File: config.mk
export PLATFORM = sky130hd
export DESIGN_NAME = fp_mul_newton_pipe_flat
export DESIGN_NICKNAME = d
export VERILOG_FILES = /design/src/rtl/fp_mul_newton_pipe_if.sv /design/src/rtl/fp_mul_newton_pipe.sv /design/src/flat_wrapper.sv
export SDC_FILE = /design/constraint.sdc
export NUM_CORES = 2
export LEC_CHECK = 0
export CAP_MARGIN = 15
export CORE_MARGIN = 5
export CORE_UTILIZATION = 55
export CTS_CLUSTER_DIAMETER = 60
export DETAILED_ROUTE_END_ITERATION = 10
export GPL_TIMING_DRIVEN = 1
export PLACE_DENSITY = 0.84
export SYNTH_ARGS = -nofsm -noshare
export SYNTH_HDL_FRONTEND = slang
export SYNTH_SLANG_ARGS = --single-unit
File: constraint.sdc
create_clock -name clk -period 3.4 [get_ports clk]
set_clock_uncertainty 0.1 [all_clocks]
set_input_delay 1.02 -clock clk [delete_from_list [all_inputs] [get_ports clk]]
set_output_delay 1.02 -clock clk [all_outputs]
set_load 0.05 [all_outputs]
File: src/rtl/fp_mul_newton_pipe_if.sv
// Operand/result bundle for fp_mul_newton_pipe.
// master: the upstream 1.5-subtract stage side (drives ce, operands, valid).
// slave : the multiplier itself.
interface fp_mul_newton_pipe_if;
    logic        ce;
    logic        valid_in;
    logic [30:0] a;
    logic [30:0] b;
    logic [30:0] p;
    logic        valid_out;

    modport master (
        output ce,
        output valid_in,
        output a,
        output b,
        input  p,
        input  valid_out
    );

    modport slave (
        input  ce,
        input  valid_in,
        input  a,
        input  b,
        output p,
        output valid_out
    );
endinterface

File: src/rtl/fp_mul_newton_pipe.sv
// fp_mul_newton_pipe: 3-stage sign-less single-precision multiplier that closes
// the Newton-Raphson inverse-square-root step (y1 = diff * y0).
// Operands/result are {exp[7:0], man[22:0]}; denormal inputs flush to zero,
// denormal outputs flush to zero.
// Optional feature: define FP_MUL_ROUND_EN for round-to-nearest-even in S3;
// otherwise the result is truncated. Latency is 3 ce-enabled edges either way.
module fp_mul_newton_pipe (
    input  logic                       clk,
    input  logic                       rst,   // asynchronous, active-low
    fp_mul_newton_pipe_if.slave        bus
);

`ifdef FP_MUL_ROUND_EN
    localparam bit ROUND_ON = 1'b1;
`else
    localparam bit ROUND_ON = 1'b0;
`endif

    localparam logic [30:0] QNAN = 31'h7FC00000;
    localparam logic [30:0] INF  = 31'h7F800000;

    // ---------------- S1: capture / classify ----------------
    logic               s1_valid_q, s1_valid_d;
    logic               s1_nan_q,   s1_nan_d;
    logic               s1_inf_q,   s1_inf_d;
    logic               s1_zero_q,  s1_zero_d;
    logic signed [9:0]  s1_exp_q,   s1_exp_d;
    logic [47:0]        s1_prod_q,  s1_prod_d;

    // ---------------- S2: normalize ----------------
    logic               s2_valid_q, s2_valid_d;
    logic               s2_nan_q,   s2_nan_d;
    logic               s2_inf_q,   s2_inf_d;
    logic               s2_zero_q,  s2_zero_d;
    logic signed [9:0]  s2_exp_q,   s2_exp_d;
    logic [22:0]        s2_frac_q,  s2_frac_d;
    logic               s2_guard_q, s2_guard_d;
    logic               s2_sticky_q, s2_sticky_d;

    // ---------------- S3: round / pack (output registers) ----------------
    logic               valid_out_q, valid_out_d;
    logic [30:0]        p_q,         p_d;

    logic [7:0]         ea, eb;
    logic [22:0]        ma, mb;
    logic               a_zero, a_inf, a_nan;
    logic               b_zero, b_inf, b_nan;

    logic               round_up;
    logic [23:0]        frac_sum;
    logic [22:0]        frac_fin;
    logic signed [9:0]  exp_fin;

    // S1 next state: operand classification, biased exponent sum, significand product
    always_comb begin
        ea = bus.a[30:23];
        ma = bus.a[22:0];
        eb = bus.b[30:23];
        mb = bus.b[22:0];

        a_zero = (ea == 8'h00);
        a_inf  = (ea == 8'hFF) && (ma == '0);
        a_nan  = (ea == 8'hFF) && (ma != '0);
        b_zero = (eb == 8'h00);
        b_inf  = (eb == 8'hFF) && (mb == '0);
        b_nan  = (eb == 8'hFF) && (mb != '0);

        s1_valid_d = bus.valid_in;
        s1_nan_d   = a_nan | b_nan | (a_inf & b_zero) | (b_inf & a_zero);
        s1_inf_d   = a_inf | b_inf;
        s1_zero_d  = a_zero | b_zero;
        s1_exp_d   = signed'({2'b00, ea}) + signed'({2'b00, eb}) - 10'sd127;
        s1_prod_d  = {1'b1, ma} * {1'b1, mb};
    end

    // S1 register stage
    always_ff @(posedge clk or negedge rst) begin
        if (!rst) begin
            s1_valid_q <= 1'b0;
            s1_nan_q   <= 1'b0;
            s1_inf_q   <= 1'b0;
            s1_zero_q  <= 1'b0;
            s1_exp_q   <= '0;
            s1_prod_q  <= '0;
        end else if (bus.ce) begin
            s1_valid_q <= s1_valid_d;
            s1_nan_q   <= s1_nan_d;
            s1_inf_q   <= s1_inf_d;
            s1_zero_q  <= s1_zero_d;
            s1_exp_q   <= s1_exp_d;
            s1_prod_q  <= s1_prod_d;
        end
    end

    // S2 next state: normalize the product; only the 23 fraction bits are kept,
    // the hidden 1 is implicit from here on
    always_comb begin
        s2_valid_d = s1_valid_q;
        s2_nan_d   = s1_nan_q;
        s2_inf_d   = s1_inf_q;
        s2_zero_d  = s1_zero_q;
        if (s1_prod_q[47]) begin
            s2_exp_d    = s1_exp_q + 10'sd1;
            s2_frac_d   = s1_prod_q[46:24];
            s2_guard_d  = s1_prod_q[23];
            s2_sticky_d = |s1_prod_q[22:0];
        end else begin
            s2_exp_d    = s1_exp_q;
            s2_frac_d   = s1_prod_q[45:23];
            s2_guard_d  = s1_prod_q[22];
            s2_sticky_d = |s1_prod_q[21:0];
        end
    end

    // S2 register stage
    always_ff @(posedge clk or negedge rst) begin
        if (!rst) begin
            s2_valid_q  <= 1'b0;
            s2_nan_q    <= 1'b0;
            s2_inf_q    <= 1'b0;
            s2_zero_q   <= 1'b0;
            s2_exp_q    <= '0;
            s2_frac_q   <= '0;
            s2_guard_q  <= 1'b0;
            s2_sticky_q <= 1'b0;
        end else if (bus.ce) begin
            s2_valid_q  <= s2_valid_d;
            s2_nan_q    <= s2_nan_d;
            s2_inf_q    <= s2_inf_d;
            s2_zero_q   <= s2_zero_d;
            s2_exp_q    <= s2_exp_d;
            s2_frac_q   <= s2_frac_d;
            s2_guard_q  <= s2_guard_d;
            s2_sticky_q <= s2_sticky_d;
        end
    end

    // S3 next state: round (or truncate), then resolve specials and range by priority
    always_comb begin
        round_up = ROUND_ON & s2_guard_q & (s2_sticky_q | s2_frac_q[0]);
        frac_sum = {1'b0, s2_frac_q} + {23'd0, round_up};
        // a carry out of the fraction means the significand rolled to 2.0:
        // renormalize to 1.0 with the exponent bumped
        if (frac_sum[23]) begin
            frac_fin = '0;
            exp_fin  = s2_exp_q + 10'sd1;
        end else begin
            frac_fin = frac_sum[22:0];
            exp_fin  = s2_exp_q;
        end

        valid_out_d = s2_valid_q;
        if (s2_nan_q) begin
            p_d = QNAN;
        end else if (s2_inf_q) begin
            p_d = INF;
        end else if (s2_zero_q) begin
            p_d = '0;
        end else if (exp_fin >= 10'sd255) begin
            p_d = INF;
        end else if (exp_fin <= 10'sd0) begin
            p_d = '0;
        end else begin
            p_d = {exp_fin[7:0], frac_fin};
        end
    end

    // S3 output register stage
    always_ff @(posedge clk or negedge rst) begin
        if (!rst) begin
            valid_out_q <= 1'b0;
            p_q         <= '0;
        end else if (bus.ce) begin
            valid_out_q <= valid_out_d;
            p_q         <= p_d;
        end
    end

    assign bus.p         = p_q;
    assign bus.valid_out = valid_out_q;

endmodule

File: src/flat_wrapper.sv
// flat-port wrapper written by rule: the top's interface ports become plain ports
module fp_mul_newton_pipe_flat 
  (clk, rst, bus_ce, bus_valid_in, bus_a, bus_b, bus_p, bus_valid_out);
  fp_mul_newton_pipe_if bus_i ();
  input  logic clk;
  input  logic rst;
  input wire logic [$bits(bus_i.ce)-1:0] bus_ce;
  input wire logic [$bits(bus_i.valid_in)-1:0] bus_valid_in;
  input wire logic [$bits(bus_i.a)-1:0] bus_a;
  input wire logic [$bits(bus_i.b)-1:0] bus_b;
  output wire logic [$bits(bus_i.p)-1:0] bus_p;
  output wire logic [$bits(bus_i.valid_out)-1:0] bus_valid_out;
  assign bus_i.ce = bus_ce;
  assign bus_i.valid_in = bus_valid_in;
  assign bus_i.a = bus_a;
  assign bus_i.b = bus_b;
  assign bus_p = bus_i.p;
  assign bus_valid_out = bus_i.valid_out;
  fp_mul_newton_pipe u_core (.clk(clk), .rst(rst), .bus(bus_i));
endmodule
# After elaboration in Yosys (flattened, before gate mapping)
# Index checks and enable logic that the tools add are counted.
# totals
regBits	131
in_bits	66
word_cells	46
# op_classes
n_addsub	3
multipliers	1
order_cmp	2
eq_ne	2
n_mux	7
bitwise_logic	7
reduce_logical	10
# op_table
op	count
2-to-1 mux 31 bit	5
multiplier 24 x 24 -> 48 bit	1
zero test 23 bit	2
nonzero test 23 bit	2
2-to-1 mux 23 bit	1
equality test 8 bit, second input constant	2
zero test 8 bit	2
adder 10 x 2 -> 10 bit, second input constant	1
>= comparator 10 x 9 -> 1 bit, second input constant	1
less-or-equal comparator 10 x 1 -> 1 bit, second input constant	1
2-to-1 mux 10 bit	1
subtractor 10 x 8 -> 10 bit, second input constant	1
adder 8 x 8 -> 9 bit	1
bitwise OR 1 bit	5
logical AND 1 bit	4
AND 1 bit	2

# Longest topological paths before layout
# depth
word_depth	6
ltp_mapped	26
mapped_depth_nobuf	25

# Worst setup path after synthesis
# OpenSTA, ideal clock, no wires.
# synth_timing
kind	in2reg
startpoint	input port bus_a[22]
endpoint	register u_core.s1_prod_q[41]
setup_ps	87
arrival_time_ps	7549
required_time_ps	3213
setup_slack_ps	-4336
cell_stages	25
path_cell_list	clkbuf_1 > clkbuf_1 > nand2_1 > fa_1 > inv_1 > fa_1 > inv_1 > fa_1 > fa_1 > inv_1 > fa_1 > fa_1 > inv_1 > fa_1 > inv_1 > ha_1 > a21oi_1 > o21ai_0 > or4_1 > a31o_1 > and3_1 > o31a_1 > o31a_4 > a211o_1 > o211ai_1
# synth_via
elab_chain_cells	1
# synth_lines
item	line_no	source
from (decl)	flat_wrapper.sv:9	input wire logic [$bits(bus_i.a)-1:0] bus_a;
multiplier 24 x 24 -> 48 bit	fp_mul_newton_pipe.sv:73	s1_prod_d = {1'b1, ma} * {1'b1, mb};
to (signal assigned)	fp_mul_newton_pipe.sv:91	s1_prod_q <= s1_prod_d;
to (decl)	fp_mul_newton_pipe.sv:28	logic [47:0] s1_prod_q, s1_prod_d;
# Every way passes these cells.
# A chain may end at the register's enable or synchronous reset.

# Worst setup path in the final report
# layout_timing
startpoint	input port bus_a[14]
endpoint	register u_core.s1_prod_q[36]
# Same word-level chain as after synthesis.

==> summary.md <==
| Metric | Value |
|---|---|
| Primary FF master, synth | `dfrtp_1` |
| Initial core utilization | `55.4%` |
| Slew @ Worst Pin | `0.693 ns` |
| Vias/cell | `6.06` |
| Fill cell count | `between 2000 and 3000` |
| Core ar. | `41800 um2` |
| Antenna violations before repair | `2` |
| Register area | `2700 um2` |
| Top cell type's share of synthesized area | `41.7%` |
| Layout area overhead | `28.5%` |
| Hold Path Class | `reg -> reg` |
| Synthesized area | `between 20000 and 25000 um2` |
| WL final | `82.8 mm` |
| Synth Instances | `2537` |
| Crit. path cell count | `27` |
| Crit start category | `input port` |
| Worst Hold Margin | `0.407 ns` |
| H-tree depth | `3` |
| Arrival time worst endpoint | `7.94 ns` |
| First-pass GRT wire length | `between 100 and 150 mm` |
| CP Capture Type | `register` |
| Largest net degree at the start of global routing | `between 100 and 150` |
| WL per Instance | `about 24 um` |
| Full die area | `roughly 46000 um2` |
| Max_slew headroom | `53.4%` |
| Reg2Reg Setup Slack | `1.62 ns` |
| Pre-CTS setup slack | `-4.94 ns` |
| Worst path max stage delay | `between 0.5 and 0.6 ns` |
| Status | `complete, but fails checks` |
| Worst R2R Start | `u_core.s2_exp_q[6]` |
| Delay-heaviest family, CP | `adder cells` |
| Die Y | `215 um` |
| Post-Place Cells | `3349` |
| Final period utilization | `229%` |
| Post-synthesis cell type count | `between 60 and 70` |
| Final worst slack | `-4.39 ns` |
| I/O pin total | `98` |
| Post-synth ARST share | `100%` |
| Post-synth EDFFs | `0` |
| Clock buffer depth | `2` |
| Most numerous cell in the Yosys netlist | `inv_1` |
| Total gr overflow | `0` |
| Nets@finish | `3650` |
| FF+latch count, synth | `108` |
| Clk slew on worst S/H paths | `0.08 ns` |
| Drt drc | `0` |
| Cell taking the most area after synthesis | `fa_1` |
| WS Path Type | `in -> reg` |
| Synth top cells by count | `inv_1 (592), fa_1 (482), nand2_1 (301)` |
| Ys Warns | `0` |
| TNS Setup | `-101.42 ns` |
| Worst-Skew Late Latency | `0.36 ns` |
| Final ANT Viol Nets | `0` |
| First DRT Iteration DRCs | `2289` |
| Number of global-route vias before repair | `about 23000` |
| Hpwl dp | `53.4 mm` |
| Max cap viols | `0` |
| Reg2Reg Depth | `7` |
| Clock root cell | `clkbuf_16` |
| Worst Setup SP | `bus_a[14]` |
| DRT Pass-1 Iters | `8` |
| Critical path's slowest cell | `fa_1` |
| Gpl congestion | `0.958` |
| Final Non-Filler Cells | `3468` |
| Max Fclk | `0.128 GHz` |
| RSZ-0062 raised after global routing | `yes` |
| Required @ worst endpoint | `between 3 and 4 ns` |
| CP most frequent cell | `fa_1` |
| Tot GR Track Use | `33.0%` |
| Number of clock buffers inserted by TritonCTS | `9` |
| Final Hold Violating Endpoints | `0` |
| Multi-input logic area | `18700 um2` |
| Clk sinks | `108` |
| Buffers plus inverters on the worst setup path | `9` |
| Synth top area cells | `fa_1 (42%), dfrtp_1 (12%), ha_1 (9.7%)` |
| Post-synthesis area per instance | `9.12 um2` |
| DIE WIDTH | `between 200 and 250 um` |
| Minimum clock period | `7.79 ns` |
| Layout cells sized above 1 | `24.7%` |
| R2R Path End | `u_core.bus.p[7]` |
| Row cnt | `75` |
| Final setup violation count | `25` |
| Vias | `21028` |
| Worst Setup EP | `u_core.s1_prod_q[36]` |
| CTS tree | `done` |
| Sequential fraction of the synthesis area | `about an eighth` |
| Buffers on Ports | `97` |
| CTS Hold Bufs | `0` |
| Max Transition Viols Final | `0` |
| Failing checks | `setup timing` |
| Worst-path fanout max | `5` |
| Syn nets | `around 3300` |
sequential cells by signal (all words and copies together), names as in the netlist:
register and count:
u_core.bus.p 31, u_core.bus.valid_out 1, u_core.s1_exp_q 10, u_core.s1_inf_q 1
u_core.s1_nan_q 1, u_core.s1_prod_q 25, u_core.s1_valid_q 1, u_core.s1_zero_q 1
u_core.s2_exp_q 10, u_core.s2_frac_q 23, u_core.s2_inf_q 1, u_core.s2_nan_q 1
u_core.s2_valid_q 1, u_core.s2_zero_q 1
how the worst min path moves through the flow:
| stage | from | end | slack, ns | depth (start not counted) |
|---|---|---|---|---|
| global placement | u_core.s2_frac_q[21] | u_core.bus.p[21] | 0.38 | 1 |
| finish | u_core.s1_valid_q | u_core.s1_valid_q | 0.41 | 1 |
| CTS | u_core.s2_frac_q[8] | u_core.bus.p[8] | 0.40 | 1 |
| floorplan | u_core.s1_prod_q[23] | u_core.s1_prod_q[23] | 0.35 | 2 |
| detailed placement | u_core.s2_frac_q[21] | u_core.bus.p[21] | 0.39 | 1 |
| global route | u_core.s2_frac_q[8] | u_core.bus.p[8] | 0.42 | 1 |
worst reg2reg max path: stages, from the launching register on:
cell     delay [ns]
dfrtp_1        0.41
nor4_1         0.31
nand2_1        0.08
o21ai_0        0.08
nor4_1         0.09
and2_0         0.17
buf_4          0.21
a22o_1         0.23
timing repair:
action	CTS	global route
buffers inserted	77	11
pin swaps	129	67
cloned	20	1
endpoints found under the setup margin	27	27
gates resized for setup	371	103
cells by family after synthesis:
kind of cell / Yosys count / share of synthesized area, %
simple gates: 754 / 15.8
buf+inv: 716 / 11.6
fa+ha+maj: 661 / 51.4
compound gates: 222 / 6.33
flops: 108 / 11.7
mux: 41 / 1.86
xor+xnor: 35 / 1.32
layout make-up:
cell class              instances  share of cell area (%)
well taps                     539                    2.27
inverters                     595                    7.62
diodes                          1                 0.00841
multi-input cells            1713                    63.0
clock inverters                 7                   0.240
flip-flops and latches        108                    9.08
repair buffers                496                    17.0
clock buffers                   9                   0.757
per-stage QoR:
stage / instance area (um2) / utilization [%]
after floorplan: 23800 / -
after CTS: 29300 / 70.2
final: 29800 / 71.3
after global placement: 27300 / 65.4
after detailed placement: 27300 / 65.4
after global routing: 29800 / 71.2
metal layers:
layer  share of wire, %  routed length (um)  vias to the layer above  track usage (%)
met5              0.014                  12                        -                0
met4                9.6                7920                        2             20.7
met3                 13               10800                      705             9.43
met2                 47               38600                     1643             55.3
met1                 31               25500                    10294             37.3
li1                   -                   -                     8384                -
layout by cell type (no fill, tap or decap), types with 15 or more instances in the layout:
master	count
xor2_1	15
buf_12	38
a21oi_1	62
and2_1	197
dfrtp_1	108
inv_2	47
buf_4	293
nor2_1	108
ha_1	157
fa_1	434
buf_6	57
nand2_1	283
clkdlybuf4s50_1	50
mux2i_1	24
inv_1	543
and2_4	44
a21o_1	26
a22o_1	22
a21oi_2	19
ha_4	15
fa_2	48
Power is left out: the tool's default activity adds up to more than one toggle a clock period on the data nets, which glitch-free logic cannot reach.
